==> config.mk <==
export PLATFORM = sky130hd
export DESIGN_NAME = cdb_reservation_station
export DESIGN_NICKNAME = d
export VERILOG_FILES = /design/src/rtl/cdb_reservation_station.sv
export SDC_FILE = /design/constraint.sdc
export NUM_CORES = 1
export LEC_CHECK = 0
export BUFFER_PORTS_ARGS = -buffer_cell sky130_fd_sc_hd__buf_2
export CAP_MARGIN = 0
export CORE_ASPECT_RATIO = 1.1
export CORE_MARGIN = 3
export CORE_UTILIZATION = 40
export CTS_BUF_LIST = sky130_fd_sc_hd__clkbuf_8
export CTS_CLUSTER_DIAMETER = 80
export DETAILED_ROUTE_END_ITERATION = 8
export GPL_ROUTABILITY_DRIVEN = 0
export SLEW_MARGIN = 15
export SYNTH_ARGS = -nofsm -noshare
export SYNTH_HDL_FRONTEND = slang
export SYNTH_SLANG_ARGS = --single-unit
==> constraint.sdc <==
create_clock -name clk -period 2.05 [get_ports clk]
set_input_delay 0.1025 -clock clk [delete_from_list [all_inputs] [get_ports clk]]
set_output_delay 0.1025 -clock clk [all_outputs]
set_load 0.02 [all_outputs]
==> src/rtl/cdb_reservation_station.sv <==
// cdb_reservation_station: reservation station that issues ops, snoops the CDB for operands and dispatches ready ops to a functional unit.
// Ports:
//   clk, rst_n                        - clock, asynchronous active-low reset
//   issue_valid/op/vj/vk/qj/qk        - issue request (q*=0 means v* holds the value)
//   issue_ready, issue_tag            - a free entry exists / tag it will receive
//   cdb_valid, cdb_tag, cdb_data      - common data bus broadcast (tag 0 is ignored)
//   fu_valid/op/a/b/tag, fu_ready     - dispatch handshake to the functional unit
// Optional feature: define RS_ISSUE_BYPASS_EN to capture a same-cycle CDB broadcast into the issuing entry.
module cdb_reservation_station #(
    parameter int NUM_ENTRIES = 3,
    parameter int TAG_BASE    = 1
) (
    input  logic        clk,
    input  logic        rst_n,
    input  logic        issue_valid,
    input  logic [2:0]  issue_op,
    input  logic [31:0] issue_vj,
    input  logic [31:0] issue_vk,
    input  logic [3:0]  issue_qj,
    input  logic [3:0]  issue_qk,
    output logic        issue_ready,
    output logic [3:0]  issue_tag,
    input  logic [31:0] cdb_data,
    input  logic [3:0]  cdb_tag,
    input  logic        cdb_valid,
    output logic        fu_valid,
    input  logic        fu_ready,
    output logic [2:0]  fu_op,
    output logic [31:0] fu_a,
    output logic [31:0] fu_b,
    output logic [3:0]  fu_tag
);
    localparam logic [1:0] FREE = 2'd0, WAIT = 2'd1, READY = 2'd2;

    logic [1:0]  state_q [NUM_ENTRIES];
    logic [1:0]  state_d [NUM_ENTRIES];
    logic [2:0]  op_q    [NUM_ENTRIES];
    logic [2:0]  op_d    [NUM_ENTRIES];
    logic [31:0] vj_q    [NUM_ENTRIES];
    logic [31:0] vj_d    [NUM_ENTRIES];
    logic [31:0] vk_q    [NUM_ENTRIES];
    logic [31:0] vk_d    [NUM_ENTRIES];
    logic [3:0]  qj_q    [NUM_ENTRIES];
    logic [3:0]  qj_d    [NUM_ENTRIES];
    logic [3:0]  qk_q    [NUM_ENTRIES];
    logic [3:0]  qk_d    [NUM_ENTRIES];

    logic [3:0]  issue_idx, disp_idx;
    logic        issue_fire, disp_fire, cdb_hit;
    logic [31:0] in_vj, in_vk;
    logic [3:0]  in_qj, in_qk;

    // Lowest-index FREE and READY entries; scanning downward leaves the lowest hit.
    always_comb begin
        issue_ready = 1'b0;
        issue_idx   = '0;
        fu_valid    = 1'b0;
        disp_idx    = '0;
        for (int i = NUM_ENTRIES - 1; i >= 0; i--) begin
            if (state_q[i] == FREE) begin
                issue_ready = 1'b1;
                issue_idx   = 4'(i);
            end
            if (state_q[i] == READY) begin
                fu_valid = 1'b1;
                disp_idx = 4'(i);
            end
        end
        issue_tag = 4'(TAG_BASE) + issue_idx;
        fu_op     = fu_valid ? op_q[disp_idx] : '0;
        fu_a      = fu_valid ? vj_q[disp_idx] : '0;
        fu_b      = fu_valid ? vk_q[disp_idx] : '0;
        fu_tag    = fu_valid ? 4'(TAG_BASE) + disp_idx : '0;
    end

    assign issue_fire = issue_valid && issue_ready;
    assign disp_fire  = fu_valid && fu_ready;
    assign cdb_hit    = cdb_valid && (cdb_tag != 4'd0);

`ifdef RS_ISSUE_BYPASS_EN
    // Forward a broadcast that coincides with issue straight into the new entry.
    assign in_qj = (cdb_hit && issue_qj == cdb_tag) ? 4'd0 : issue_qj;
    assign in_qk = (cdb_hit && issue_qk == cdb_tag) ? 4'd0 : issue_qk;
    assign in_vj = (cdb_hit && issue_qj == cdb_tag) ? cdb_data : issue_vj;
    assign in_vk = (cdb_hit && issue_qk == cdb_tag) ? cdb_data : issue_vk;
`else
    assign in_qj = issue_qj;
    assign in_qk = issue_qk;
    assign in_vj = issue_vj;
    assign in_vk = issue_vk;
`endif

    always_comb begin
        for (int i = 0; i < NUM_ENTRIES; i++) begin
            state_d[i] = state_q[i];
            op_d[i]    = op_q[i];
            vj_d[i]    = vj_q[i];
            vk_d[i]    = vk_q[i];
            qj_d[i]    = qj_q[i];
            qk_d[i]    = qk_q[i];
            if (state_q[i] == WAIT) begin
                if (cdb_hit && qj_q[i] == cdb_tag) begin
                    vj_d[i] = cdb_data;
                    qj_d[i] = 4'd0;
                end
                if (cdb_hit && qk_q[i] == cdb_tag) begin
                    vk_d[i] = cdb_data;
                    qk_d[i] = 4'd0;
                end
                state_d[i] = (qj_d[i] == 4'd0 && qk_d[i] == 4'd0) ? READY : WAIT;
            end
            if (issue_fire && issue_idx == 4'(i)) begin
                op_d[i]    = issue_op;
                vj_d[i]    = in_vj;
                vk_d[i]    = in_vk;
                qj_d[i]    = in_qj;
                qk_d[i]    = in_qk;
                state_d[i] = (in_qj == 4'd0 && in_qk == 4'd0) ? READY : WAIT;
            end
            if (disp_fire && disp_idx == 4'(i))
                state_d[i] = FREE;
        end
    end

    always_ff @(posedge clk or negedge rst_n) begin
        if (!rst_n) begin
            for (int i = 0; i < NUM_ENTRIES; i++) begin
                state_q[i] <= FREE;
                op_q[i]    <= '0;
                vj_q[i]    <= '0;
                vk_q[i]    <= '0;
                qj_q[i]    <= '0;
                qk_q[i]    <= '0;
            end
        end else begin
            for (int i = 0; i < NUM_ENTRIES; i++) begin
                state_q[i] <= state_d[i];
                op_q[i]    <= op_d[i];
                vj_q[i]    <= vj_d[i];
                vk_q[i]    <= vk_d[i];
                qj_q[i]    <= qj_d[i];
                qk_q[i]    <= qk_d[i];
            end
        end
    end
endmodule
==> out/metrics.cfg, run 1 <==
[timing]
skew_ps=21.1
worst_pin_slew_ps=696
rsz0062_at_grt=yes
period_minus_slack_ps=2270
timing.hold.ws_ps=111
hold_viol_final=0
tns_ps=-9820
setup_viol=70
layout_setup_ws_ps=-220
slew_viol_final=0
min_period_over_period_pct=111
slew-limit-headroom_pct=53.6
fmax_mhz=441

[global_routing]
met3_usage_pct=3.80
grt-ovfl-total=0
grt_pass1_wl_mm=63.3
use_met1_pct=31.7
antenna_found_initial=1
grt_max_degree=81
track_usage_pct=23.0
gr-usage-met2_pct=37.9
grt_pass1_vias=11300
busiest_layer=met2

[route]
drt-initial-drc-count=828
dr.pass1.iters=5
postRouteWirelength_mm=42.9
drc_errors=0
vias=11400
ant_nets=0
wl_per_cell_um=20.2
vias_per_cell=5.37

[placed_design]
placed_cell_area_sq_um=14500
preCtsSetupSlack_ps=71.9
dp.cells=1902
portBuffers=190
hpwlAfterDp_mm=24.5

[synth]
syn-instance-count=1347
synthArstFlopShare_pct=100
seq_area_frac_synth_pct=45.0
synth_edf_count=0
synth.largest_area_cell=dfrtp_1
avgSynthCellArea_sq_um=9.53
synth_most_common_cell=nand2_1
synth-seq-cells=231
synth_ff_type=dfrtp_1
synthTopCellsByArea=dfrtp_1, mux2i_1, nand2_1
yosys-top-cells-count=nand2_1, mux2i_1, dfrtp_1
synth_warnings=0
synth_top_area_share_pct=45.0
syn_area_sq_um=12800
synth_cell_types=48

[clocking]
cts_sinks=231
cts_buffers=42
cts_max_path_buffers=3
cts-root-buf=clkbuf_8
cts_tree=done
clk_pin_slew_worst_paths_ps=60
clk-insertion-delay-late_ps=540
htree_levels=2

[cells_and_area]
num-fill-cells=2742
multiInputGateArea_sq_um=6910
final_area_sq_um=17900
post-route-util_pct=56.9
seq_area_sq_um=5780
stdcell_count=2130
syn_to_final_growth_pct=39.6
final_nets=1806
drive_above_1_share_pct=26.0

[pwr]
p_per_area_nw_per_um2=1710
irDropWorstVdd_mv=1.01
p_leak_nw=7.88
finalPower_mw=30.6

[floorplan]
die_h_um=194
initial_utilization_pct=40.8
io_pins=193
core_sq_um=31500
rows=68
die_w_um=177
die-area_sq_um=34300

[critical_path]
endpoint_kind=output port
cp_slowest_cell=dfrtp_1
path_class=reg2out
crit_path_max_fanout=23
crit_required_ps=1950
r2r_slack_ps=40
path_cells=nand2b_4 > buf_4 > nand2_4 > bufbuf_16 > a21oi_1 > buf_4
crit_start=state_q[2]
path_delay_family=buffers and inverters
path_buf_inv=3
worst_r2r_endpoint=vj_q[4]
reg2reg_from=state_q[4]
cp_slowest_stage_delay_ps=360
crit_top_cell=buf_4
cp.arrival_ps=2170
reg2reg_depth=8
crit_path_start_kind=flip-flop

[min_path]
hold_end=vj_q[30]
holdCritStartpoint=issue_valid
hold_depth=3
hp-class=in2reg

[run]
maxCapViolations=0

[status]
status=finished with violations
violations=negative setup slack

metal layers:
layer  share of wire, %  vias to the layer above
met5                  0                        -
met4                2.2                        0
met3                6.1                       72
met2                 48                      400
met1                 44                     5583
li1                   -                     5391
flip-flops by register name, indices dropped and copies added, names as in the netlist:
signal   flops
op_q         9
qj_q        12
qk_q        12
state_q      6
vj_q        96
vk_q        96
worst register-to-register path: cells and delay by family (launching register included):
kind / cells / cell delay (ps)
compound gates: 3 / 700
fa+ha+maj: 1 / 220
buf+inv: 3 / 420
flops: 1 / 410
simple gates: 1 / 160
logic make-up after synthesis:
logic type / synth area share (%)
buf+inv: 5.66
compound gates: 15.7
fa+ha+maj: 0.780
other cells: 0.0292
mux: 20.2
flops: 45.0
xor+xnor: 1.50
simple gates: 11.1
timing repair:
action | in CTS | in global routing
hold endpoints to repair | 304 | 0
resized for setup | 135 | 67
hold buffers | 109 | 0
gates cloned | 10 | 12
pin swaps | 27 | 13
setup buffers | 16 | 13
setup endpoints to repair | 71 | 202
worst max-delay path by stage:
stage | to | slack (ps) | cells past startpoint
CTS | fu_a[19] | -230 | 8
global placement | fu_a[27] | 100 | 7
global route | fu_b[13] | -290 | 8
floorplan | state_q[1] | 9 | 9
finish | fu_b[0] | -220 | 6
detailed placement | vj_q[1] | 70 | 7
placed cells by master, fill, tap and decap left out, types with 12 or more instances in the layout:
master,synthesis,routed
mux2i_1,259,228
nand2_1,281,279
clkbuf_8,0,53
dfrtp_1,231,228
buf_6,12,24
dlygate4sd3_1,0,109
o21ai_1,154,154
a21oi_2,0,23
xnor2_1,12,12
o21ai_0,56,55
mux2i_4,0,15
buf_4,2,70
buf_2,11,135
buf_12,6,32
inv_1,8,19
nand3_1,14,13
a21oi_1,136,109
mux2i_2,0,16
cell type report:
cell class,instances,area share [%]
tap,420,2.93
clock buffer,53,4.07
timing repair buffer,394,21.3
sequential,231,32.3
multi-input combinational,1005,38.6
inverter,8,0.182
clock inverter,18,0.698
antenna,1,0.0140
where the power goes:
part	internal [mW]	switching, mW
Clock	2.56	1.95
Sequential	6.69	1.45
Combinational	8.09	9.90
Note: power is estimated with default switching activity, not from simulation.
==> run 2, diff against run 1 <==
--- a/config.mk
+++ b/config.mk
@@ -14,6 +14,7 @@
 export CTS_CLUSTER_DIAMETER = 80
 export DETAILED_ROUTE_END_ITERATION = 8
 export GPL_ROUTABILITY_DRIVEN = 0
+export SKIP_CTS_REPAIR_TIMING = 1
 export SLEW_MARGIN = 15
 export SYNTH_ARGS = -nofsm -noshare
 export SYNTH_HDL_FRONTEND = slang
==> out/metrics.cfg, run 2 (synthesis results as in run 1) <==
[placed_design]
hpwlAfterDp_mm=24.5  ; unchanged
portBuffers=190  ; unchanged
placed_cell_area_sq_um=14500  ; unchanged

[timing]
slew-limit-headroom_pct=53.0  ; -0.59 points
tns_ps=-12230  ; -2410 ps
period_minus_slack_ps=2290  ; +17.8 ps
skew_ps=17.5  ; -3.56 ps
fmax_mhz=437  ; -0.78%
min_period_over_period_pct=112  ; +0.87 points
rsz0062_at_grt=yes
setup_viol=70  ; unchanged
layout_setup_ws_ps=-238  ; -17.8 ps
slew_viol_final=0  ; unchanged
worst_pin_slew_ps=705  ; +8.87 ps
hold_viol_final=0  ; unchanged

[cells_and_area]
seq_area_sq_um=5790  ; about the same
syn_to_final_growth_pct=37.7
num-fill-cells=2768  ; +0.95%
final_cell_mix=nand2_1, mux2i_1, dfrtp_1
post-route-util_pct=56.2  ; -0.76 points
drive_above_1_share_pct=25.4  ; -0.69 points
multiInputGateArea_sq_um=6830  ; -1.2%
final_nets=1801  ; -0.28%
top_regs=vj_q x96, vk_q x96
mostFrequentLayoutCell=nand2_1
final_area_sq_um=17700  ; -1.3%

[global_routing]
grt_pass1_vias=10500  ; -7.2%
antenna_found_initial=1  ; unchanged
grt_max_degree=81  ; unchanged
grt-ovfl-total=0  ; unchanged
grt_pass1_wl_mm=58.6  ; -7.4%
track_usage_pct=21.2  ; -1.8 points

[status]
status=finished with violations
violations=negative setup slack

[clocking]
cts_buffers=42  ; unchanged
htree_levels=2  ; unchanged
cts-root-buf=clkbuf_8
cts_tree=done
cts_max_path_buffers=3  ; unchanged
cts_sinks=231  ; unchanged
clk-insertion-delay-late_ps=540  ; about the same
clk_pin_slew_worst_paths_ps=60  ; about the same

[floorplan]
rows=68  ; unchanged
die_h_um=194  ; unchanged
die_w_um=177  ; unchanged
core_sq_um=31500  ; unchanged
initial_utilization_pct=40.8  ; unchanged
die-area_sq_um=34300  ; unchanged
io_pins=193  ; unchanged

[pwr]
p_seq_share_pct=27.3  ; +0.7 points
finalPower_mw=29.8  ; -2.8%
power.internal_mw=16.7  ; -3.7%
p_switching_mw=13.1  ; -1.6%
p_leak_nw=7.81  ; -0.90%
p_per_area_nw_per_um2=1690  ; -1.4%
clock_power_share_pct=15.1  ; +0.4 points
p_sw_share_pct=43.9  ; +0.52 points
pwr-share-comb_pct=57.6  ; -1.1 points
irDropWorstVdd_mv=1.13  ; +12%

[critical_path]
reg2reg_from=state_q[5]
path_class=reg2out
endpoint_kind=output port
cp.arrival_ps=2190  ; +20 ps
crit_path_start_kind=flip-flop
crit_start=state_q[2]
crit_path_max_fanout=6  ; -74%
crit_required_ps=1950  ; about the same

[route]
dr.pass1.iters=5  ; unchanged
vias=11500  ; +0.15%
wl_per_cell_um=20.4  ; +1.0%
vias_per_cell=5.39  ; +0.38%
drt-initial-drc-count=863  ; +4.2%
ant_nets=0  ; unchanged
postRouteWirelength_mm=43.3  ; +0.79%
drc_errors=0  ; unchanged

[run]
maxCapViolations=0  ; unchanged

[min_path]
hp-class=in2async

==> run 2: power groups by stage <==
stage          clock network, mW  logic [mW]  registers (mW)
4_1_cts                     4.61        13.5            7.92
5_1_grt                     4.82        18.4            8.37
3_3_place_gp                   0        13.2            7.88
6_report                    4.50        17.2            8.14
2_1_floorplan                  0        9.04            7.64
3_5_place_dp                   0        13.4            7.97
==> run 2: cell type report <==
class	instances	area share (%)
Multi-Input combinational cell	1005	38.6
Clock buffer	53	4.13
Antenna cell	1	0.0142
Inverter	8	0.170
Timing Repair Buffer	389	20.7
Clock inverter	18	0.708
Tap cell	420	2.97
Sequential cell	231	32.7
==> run 2: layer usage <==
metal  part of all wire [%]  up-vias  GRT usage (%)
met1                     44     5572           29.3
met3                    6.3       67           3.80
met5                      0        -              0
met4                    1.8        0           4.98
met2                     48      440           35.0
li1                       -     5384              -
==> run 2: critical path, cell delays in order, from the launching register on <==
cell and delay [ps]:
dfrtp_2 430, nand2b_4 160, nor2b_4 170, buf_12 170
buf_12 140, buf_6 110, mux2i_1 200, a21oi_1 100
buf_4 160
==> run 2: worst paths after layout <==
kind | endpoint | slack [ps] | cells past startpoint
max in group asynchronous | vk_q[9] | 1100 | 3
worst min-delay path | vk_q[18] | 160 | 2
worst min register to register | op_q[7] | 480 | 2
worst max register to register | vj_q[79] | 70 | 7
worst max-delay path | fu_b[13] | -240 | 8
min in group clk | vj_q[30] | 160 | 4
==> run 2: metrics by stage <==
stage          setup WS, ps  cells  hold WS [ps]
2_1_floorplan          9.10   1348          -193
3_3_place_gp            105   1902           166
3_5_place_dp           71.9   1902           164
4_1_cts                -494   1973          -422
5_1_grt                -335   2125           155
6_report               -238   2125           159
==> run 3, diff against run 2 <==
--- a/config.mk
+++ b/config.mk
@@ -5,15 +5,17 @@
 export SDC_FILE = /design/constraint.sdc
 export NUM_CORES = 1
 export LEC_CHECK = 0
+export ABC_AREA = 1
 export BUFFER_PORTS_ARGS = -buffer_cell sky130_fd_sc_hd__buf_2
 export CAP_MARGIN = 0
 export CORE_ASPECT_RATIO = 1.1
 export CORE_MARGIN = 3
-export CORE_UTILIZATION = 40
+export CORE_UTILIZATION = 54
 export CTS_BUF_LIST = sky130_fd_sc_hd__clkbuf_8
 export CTS_CLUSTER_DIAMETER = 80
 export DETAILED_ROUTE_END_ITERATION = 8
 export GPL_ROUTABILITY_DRIVEN = 0
+export PLACE_DENSITY = 0.79
 export SKIP_CTS_REPAIR_TIMING = 1
 export SLEW_MARGIN = 15
 export SYNTH_ARGS = -nofsm -noshare
==> constraint.sdc (replaced) <==
create_clock -name clk -period 2.1 [get_ports clk]
set_input_delay 0.105 -clock clk [delete_from_list [all_inputs] [get_ports clk]]
set_output_delay 0.105 -clock clk [all_outputs]
set_load 0.02 [all_outputs]
==> out/metrics.cfg, run 3 <==
[status]
status=finished with violations
violations=negative hold slack, negative setup slack

[timing]
setup_viol=87  ; +24%
slew-limit-headroom_pct=55.1  ; +2.1 points
tns_ps=-24000  ; -11,760 ps
min_period_over_period_pct=122
rsz0062_at_grt=yes
hold_viol_final=9  ; +9
timing.hold.ws_ps=-18.4  ; -178 ps
layout_setup_ws_ps=-453  ; -216 ps
worst_pin_slew_ps=672  ; -32.6 ps
period_minus_slack_ps=2550
fmax_mhz=392
slew_viol_final=0  ; unchanged
skew_ps=25.7  ; +8.18 ps

[critical_path]
path_buf_inv=7  ; +3
crit_path_max_fanout=7  ; +1
crit_path_start_kind=flip-flop
path_cells=buf_6 > nand2_4 > o21ai_4 > nor3_2 > buf_6 > buf_6 > inv_6 > buf_4 > o211ai_1 > inv_1 > buf_6
path_delay_family=buffers and inverters
cp_slowest_stage_delay_ps=380  ; -50 ps
cp.arrival_ps=2450  ; +260 ps
crit_top_cell=buf_6
path_class=reg2out
cp_slowest_cell=dfrtp_1
crit_required_ps=2000  ; +50 ps
endpoint_kind=output port

[synth]
avgSynthCellArea_sq_um=6.96  ; -27%
synth_cell_types=30  ; -38%
synth-seq-cells=231  ; unchanged
synthTopCellsByArea=dfrtp_1, nand2_1, nand3_1
yosys-top-cells-count=nand2_1, nand3_1, dfrtp_1
synth_top_area_share_pct=42.2  ; -2.8 points
synth.largest_area_cell=dfrtp_1
synth_warnings=0  ; unchanged
synth_most_common_cell=nand2_1
synth_edf_count=0  ; unchanged
syn_area_sq_um=13700  ; +6.6%
seq_area_frac_synth_pct=42.2  ; -2.8 points
syn-instance-count=1967  ; +46%
synthArstFlopShare_pct=100  ; unchanged
synth_ff_type=dfrtp_1

[cells_and_area]
final_nets=2444  ; +36%
num-fill-cells=1632  ; -41%
top_regs=vj_q x96, vk_q x96
post-route-util_pct=75.3  ; +19 points
mostFrequentLayoutCell=nand2_1
final_cell_mix=nand2_1, nand3_1, dfrtp_1
drive_above_1_share_pct=20.6  ; -4.7 points
syn_to_final_growth_pct=35.9

[route]
wl_per_cell_um=20.9  ; +2.5%
dr.pass1.iters=6  ; +1
postRouteWirelength_mm=55.4  ; +28%
vias_per_cell=6.08  ; +13%
drt-initial-drc-count=2607  ; +200%
drc_errors=0  ; unchanged
vias=16100  ; +41%
ant_nets=0  ; unchanged

[run]
maxCapViolations=0  ; unchanged

[floorplan]
die_h_um=173  ; -11%
io_pins=193  ; unchanged
core_sq_um=24700  ; -22%
die-area_sq_um=27300  ; -20%
initial_utilization_pct=55.4  ; +15 points
rows=60  ; -12%
die_w_um=158  ; -11%

[clocking]
clk_pin_slew_worst_paths_ps=60  ; about the same
htree_levels=2  ; unchanged
cts_max_path_buffers=3  ; unchanged
cts_tree=done
cts_sinks=231  ; unchanged
cts_buffers=40  ; -4.8%
cts-root-buf=clkbuf_8
clk-insertion-delay-late_ps=560  ; +20 ps

[placed_design]
portBuffers=190  ; unchanged
hpwlAfterDp_mm=29.3  ; +20%

[global_routing]
grt_pass1_vias=14000  ; +34%
antenna_found_initial=1  ; unchanged
grt-ovfl-total=0  ; unchanged
grt_pass1_wl_mm=71.6  ; +22%
track_usage_pct=32.5  ; +11 points
grt_max_degree=57  ; -30%

[pwr]
finalPower_mw=26.7  ; -10%
irDropWorstVdd_mv=0.945  ; -16%
p_leak_nw=10.4  ; +33%
p_per_area_nw_per_um2=1440  ; -15%

[min_path]
hp-class=in2reg

run 3: cell types whose count changed in the layout (fill, tap and decap cells not counted), sizes merged, moves of 12 or more:
cell,before,now
xnor2,12,0
o211ai,5,68
nor2,9,43
nand2,287,923
o221ai,1,15
nand3,14,278
o21ai,212,19
inv,22,234
buf,261,296
mux2i,259,0
nand4,2,16
a21oi,136,11
run 3: metal layers:
layer	track usage, %	part of all wire [%]	up-vias
li1	-	-	6896
met1	43.5	33	7316
met2	51.6	45	1481
met3	5.28	14	433
met4	15.2	7.9	0
met5	0	0	-
run 3: stage by stage:
step                      cells  area, sq um  hold WS [ps]  setup WS, ps
after global placement     2433        15100          74.3         -32.8
after global routing       2653        18600          1.28          -530
after CTS                  2497        15900          -487          -563
after floorplan            1968        13700          -191           174
final                      2654        18600         -18.4          -453
after detailed placement   2433        15100          70.9          -132
run 3: worst register-to-register path, cell delays in order, from the launching register on:
cell,delay (ps)
dfrtp_1,410
inv_2,100
nand2_2,90
inv_1,80
nor2_2,50
buf_4,130
ha_2,180
nand3_4,150
inv_8,80
nor2_4,520
nand2_1,180
nand3_1,160
run 3: final timing paths:
path | start | endpoint | slack (ps) | depth (start not counted)
min in group asynchronous | rst_n | vj_q[78] | 90 | 2
max in group asynchronous | rst_n | state_q[3] | 1280 | 3
hold / removal | issue_qj[3] | qj_q[11] | -20 | 3
hold reg to reg | vk_q[91] | vk_q[91] | 480 | 2
setup reg to reg | state_q[5] | vj_q[43] | -90 | 11
setup / recovery | state_q[3] | fu_a[31] | -450 | 11
run 3: final cells by class:
class,instances,area [sq um],share of cell area (%)
Multi-Input combinational cell,1398,6690,36.0
Sequential cell,231,5780,31.1
Timing Repair Buffer,421,4030,21.7
Inverter,225,892,4.80
Clock buffer,52,716,3.85
Tap cell,310,388,2.09
Clock inverter,12,73.8,0.397
Timing Repair inverter,3,23.8,0.128
Antenna cell,2,5.00,0.0269
run 3: power by group:
part	internal [mW]	switching [mW]	leakage, nW	total (mW)
sequential	6.51	1.37	2.90	7.88
clock	2.31	1.94	0.444	4.25
combinational	5.79	8.78	7.05	14.6
run 3: cell families after synthesis:
group	after synthesis	synth area share (%)
compound gates	125	6.59
buf+inv	341	11.9
other cells	1	0.0274
simple gates	1261	38.6
fa+ha+maj	8	0.731
flops	231	42.2
